**src/rtl/counter_element.sv**
```systemverilog
// 8254 per-channel counting element: count register (CR), counting element (CE), output latch (OL).
// Optional macro COUNTER_TC_FLAG_EN adds a one-cycle tc_pulse output when a decrement reaches zero.
module counter_element #(
  parameter int unsigned DATA_W = 8,
  parameter int unsigned CNT_W  = 16
) (
  input  logic              clk,
  input  logic              rst_n,
  input  logic [DATA_W-1:0] data_in,
  input  logic [1:0]        CR_enable,
  input  logic              CR_reset,
  input  logic              load_new_count,
  input  logic              count_enable,
  input  logic [2:0]        mode,
  input  logic              bcd,
  input  logic [1:0]        OL_enable,
  input  logic [1:0]        read_count_enable,
  input  logic              read_status_enable,
  input  logic [DATA_W-1:0] status_in,
  output logic [CNT_W-1:0]  initial_count,
  output logic [CNT_W-1:0]  current_count,
  output logic              count_loaded,
  output logic [DATA_W-1:0] data_out
`ifdef COUNTER_TC_FLAG_EN
  ,
  output logic              tc_pulse
`endif
);

  logic [CNT_W-1:0] cr_q, cr_d;
  logic [CNT_W-1:0] ce_q, ce_d;
  logic [CNT_W-1:0] ol_q, ol_d;
  logic             loaded_q, loaded_d;
  logic             mode3;
  logic [1:0]       step;
  logic [CNT_W-1:0] dec_val;

  // Four-digit decimal subtract with per-nibble borrow; only the lowest digit takes the step.
  function automatic logic [CNT_W-1:0] bcd_sub(input logic [CNT_W-1:0] v,
                                               input logic [1:0]       s);
    logic [CNT_W-1:0] r;
    logic [4:0]       d;
    logic             borrow;
    r      = '0;
    borrow = 1'b0;
    for (int unsigned i = 0; i < CNT_W / 4; i++) begin
      d = {1'b0, v[i*4 +: 4]} - ((i == 0) ? {3'b000, s} : 5'd0) - {4'b0000, borrow};
      if (d[4]) begin
        d      = d + 5'd10;
        borrow = 1'b1;
      end else begin
        borrow = 1'b0;
      end
      r[i*4 +: 4] = d[3:0];
    end
    return r;
  endfunction

  assign mode3   = (mode == 3'b011) || (mode == 3'b111);
  assign step    = mode3 ? 2'd2 : 2'd1;
  assign dec_val = bcd ? bcd_sub(ce_q, step) : (ce_q - CNT_W'(step));

  always_comb begin
    cr_d     = cr_q;
    loaded_d = loaded_q;
    ce_d     = ce_q;
    ol_d     = ol_q;

    // Load uses the registered CR, so a same-cycle write is not seen by the load.
    if (load_new_count) begin
      ce_d     = mode3 ? {cr_q[CNT_W-1:1], 1'b0} : cr_q;
      loaded_d = 1'b1;
    end else if (count_enable) begin
      ce_d = dec_val;
    end

    if (CR_reset) begin
      cr_d     = '0;
      loaded_d = 1'b0;
    end else if (CR_enable != 2'b00) begin
      if (CR_enable[0]) cr_d[0      +: DATA_W] = data_in;
      if (CR_enable[1]) cr_d[DATA_W +: DATA_W] = data_in;
      loaded_d = 1'b0;
    end

    if (OL_enable[0]) ol_d[0      +: DATA_W] = ce_q[0      +: DATA_W];
    if (OL_enable[1]) ol_d[DATA_W +: DATA_W] = ce_q[DATA_W +: DATA_W];
  end

  always_ff @(posedge clk or negedge rst_n) begin
    if (!rst_n) begin
      cr_q     <= '0;
      ce_q     <= '0;
      ol_q     <= '0;
      loaded_q <= 1'b0;
    end else begin
      cr_q     <= cr_d;
      ce_q     <= ce_d;
      ol_q     <= ol_d;
      loaded_q <= loaded_d;
    end
  end

`ifdef COUNTER_TC_FLAG_EN
  logic tc_q, tc_d;

  assign tc_d = !load_new_count && count_enable && (dec_val == '0);

  always_ff @(posedge clk or negedge rst_n) begin
    if (!rst_n) tc_q <= 1'b0;
    else        tc_q <= tc_d;
  end

  assign tc_pulse = tc_q;
`endif

  always_comb begin
    data_out = '0;
    if (read_status_enable)              data_out = status_in;
    else if (read_count_enable == 2'b01) data_out = ol_q[0      +: DATA_W];
    else if (read_count_enable == 2'b10) data_out = ol_q[DATA_W +: DATA_W];
  end

  assign initial_count = cr_q;
  assign current_count = ce_q;
  assign count_loaded  = loaded_q;

endmodule
```
**config.mk**
```make
export PLATFORM = sky130hd
export DESIGN_NAME = counter_element
export DESIGN_NICKNAME = d
export VERILOG_FILES = /design/src/rtl/counter_element.sv
export SDC_FILE = /design/constraint.sdc
export NUM_CORES = 1
export LEC_CHECK = 0
export CORE_UTILIZATION = 54
export CTS_CLUSTER_SIZE = 30
export DETAILED_ROUTE_END_ITERATION = 16
export GPL_TIMING_DRIVEN = 0
export HOLD_SLACK_MARGIN = 0.15
export PLACE_DENSITY = 0.82
export SYNTH_ARGS = -nofsm -noshare
export SYNTH_HDL_FRONTEND = slang
export SYNTH_SLANG_ARGS = --single-unit
export TNS_END_PERCENT = 1
```
**constraint.sdc**
```tcl
create_clock -name clk -period 7.65 [get_ports clk]
set_clock_uncertainty 0.2 [all_clocks]
set_input_delay 1.53 -clock clk [delete_from_list [all_inputs] [get_ports clk]]
set_output_delay 1.53 -clock clk [all_outputs]
set_load 0.01 [all_outputs]
```
==> metrics <==
status=finished, final reports clean; syn nets=roughly 360; vias in the first global route=2579; commonest non-fill, non-tap cell in the layout=clkdlybuf4s50_1; Cell variety after synth=49; clk buf depth=2; fin. max-slew vios=0; I/O pin count=73; routed length on met1=about 3200 µm; crit path DAT=5.88 ns; Leakage Power=0.00168 µW; CTS resizes=0; Final nets=430; global router's overall resource usage=0.272; Via Count=2650; Post-synth EDFFs=0; Yosys warning count=0; WL per Instance=16.3 µm; 1st-iter DRT viols=171; Routed Antenna Nets=0; Detail Placement HPWL=5620 µm; DR WL met3=455 µm; H-tree depth=2; area of the multi-input gates=1660 µm²; initial antenna violation count=0; drt total wl=7450 µm; ordered cell list for the critical path=clkdlybuf4s50_1 > nand2_1 > xor2_1 > ha_1 > nor3_2 > and2_1 > ha_1 > ha_1 > and2_1 > ha_1 > ha_1 > nor3b_2 > ha_1 > nand2b_1 > xnor2_1 > ha_1 > inv_1 > a311oi_1 > a221o_1 > a31oi_1 > o31ai_1; Slowest cell on crit path=clkdlybuf4s50_1; post-route clock period utilization=0.771; Clock Tree Root=clkbuf_8; RSZ-0062 raised after global routing=false; hold bufs inserted after CTS=0; GRT overflow=0; Netlist Area Pre-Place=3030 µm²; FFs w/ async S/R, synth=1.00; die width=76.9 µm; P per Cell Area=~230 nW/µm²; top layer in use=met4; Remaining DRCs=0; critical path depth=21; Seq/Total Area, Yosys=0.405; Die Ht=76.9 µm; min Tclk post-route=5.90 ns; Worst Setup End Kind=flip-flop; Final Util=0.744; die area=between 5000 and 6000 µm²; final setup TNS=0 ns; most frequent CP cell=ha_1; final hold violation count=0; Diodes inserted=0; hold path depth=1; Setup Viol. Count Final=0; post-DR vias/cell=5.79; Worst Path Required=7.64 ns; Reg2Reg Depth=19; buffer and inverter count on the worst path=2; worst-margin pin slew=0.603 ns; starting density of the core=0.578; Startpoint Class=input port; Crit Path Class=in2reg; TritonCTS buffer count=5; Rel. slew slack=0.598; max incr delay on CP=0.51 ns; final RePlAce weighted congestion=between 0.9 and 1; first-pass GRT wire length=12600 µm; layout cell share with drive strength beyond 1=0.113; CTS Sinks=49; met2 WL post-DR=3590 µm; worst-skew pair later-pin latency=0.30 ns; Worst-path clk slew=0.09 ns; largest net degree at the start of global routing=28; Maximum Capacitance Violations=0; core area=5240 µm²; CTS tree=yes; Yosys reg bits=49; HP Class=reg2reg; DR pass1 iterations=5; crit-path leading delay family=adder cells; Post-Synthesis Cells=around 310; Post-CTS Repair Setup Buffers=0; Post-synth top flop=dfrtp_1; synthesized area per cell=9.64 µm²; Layout area overhead=28.9%; most frequent cells in the layout=64 x clkdlybuf4s50_1, 49 x dfrtp_1, 28 x nor2_1; fmax=170 MHz; crit path max fanout=5; # port buffers=65; Peak VDD IR=0.125 mV; layout filler cell count=400; Rows=26; Seq. cell area=1230 µm²
## metal layers
layer	GRT usage	vias up
met2	0.446	110
met5	0	-
met4	0.106	0
met3	0.0548	16
li1	-	1253
met1	0.351	1271
## area by class of cell
class | instances | share of cell area
multi-input combinational | 231 | 0.425
sequential | 49 | 0.315
timing repair buffer | 66 | 0.171
buffer | 22 | 0.0250
tap | 70 | 0.0225
clock buffer | 6 | 0.0212
inverter | 12 | 0.0116
clock inverter | 2 | 0.00963
## worst paths after layout
path,to,start,slack [ns]
setup / recovery,current_count[14]$_DFFE_PN0P_,mode[1],1.75
min in group asynchronous,initial_count[2]$_DFFE_PN0P_,rst_n,0.99
max in group asynchronous,ol_q[9]$_DFFE_PN0P_,rst_n,5.75
hold / removal,ol_q[3]$_DFFE_PN0P_,ol_q[3]$_DFFE_PN0P_,0.32
setup reg to reg,current_count[14]$_DFFE_PN0P_,current_count[1]$_DFFE_PN0P_,3.14
hold reg to reg,ol_q[3]$_DFFE_PN0P_,ol_q[3]$_DFFE_PN0P_,0.32
## synthesized netlist by cell type, drive strengths merged (3+ instances only)
library cell | count | area, µm²
nor4 | 3 | 25.0
o21ai | 22 | 110
nand3 | 3 | 15.0
ha | 11 | 138
buf | 10 | 52.6
nor2 | 29 | 111
nor2b | 5 | 31.3
nand3b | 3 | 22.5
dfrtp | 49 | 1230
xor2 | 6 | 52.6
a221oi | 6 | 52.6
inv | 12 | 45.0
xnor2 | 12 | 105
o31ai | 3 | 22.5
a21oi | 3 | 15.0
mux2 | 20 | 225
a22oi | 8 | 60.1
clkbuf | 12 | 45.0
mux2i | 21 | 210
nor3 | 11 | 70.1
nand2b | 8 | 50.1
nor3b | 4 | 35.0
nand2 | 27 | 101
## per-stage QoR
stage               std cells  instance area, µm²  setup slack [ns]  hold slack, ns  total power, µW
finish                    458                3900              1.75           0.316              901
global placement          449                3760              1.60           0.293              694
global route              458                3900              1.37           0.329              958
floorplan                 314                3030              2.50           0.281              578
CTS                       458                3900              1.79           0.321              900
detailed placement        450                3780              1.49           0.301              707
## worst reg2reg max path: stages, from the launching register on
cell	delay [ns]
dfrtp_1	0.49
xor2_1	0.20
ha_1	0.25
nor3_2	0.13
and2_1	0.20
ha_1	0.20
ha_1	0.27
and2_1	0.22
ha_1	0.19
ha_1	0.24
nor3b_2	0.30
ha_1	0.28
nand2b_1	0.09
xnor2_1	0.20
ha_1	0.26
inv_1	0.05
a311oi_1	0.07
a221o_1	0.33
a31oi_1	0.14
o31ai_1	0.09
## logic make-up (layout without fill, tap and decap cells)
logic type | after synthesis | count (layout) | synth area share
buf+inv | 34 | 108 | 0.0471
compound gates | 58 | 58 | 0.129
xor+xnor | 18 | 18 | 0.0521
flops | 49 | 49 | 0.405
fa+ha+maj | 11 | 11 | 0.0455
simple gates | 103 | 103 | 0.177
mux | 41 | 41 | 0.144
## state kept, by name (all words and copies together) (netlist names)
name	cells
count_loaded	1
initial_count	16
current_count	16
ol_q	16
## power by group
| part | leakage (µW) | switching, µW | internal (µW) |
|---|---|---|---|
| Combinational | 0.000981 | 176 | 187 |
| Sequential | 0.000641 | 45.5 | 300 |
| Clock | 0.0000574 | 86.1 | 106 |
| Total | 0.00168 | 308 | 594 |
(Power assumes the default switching activity.)
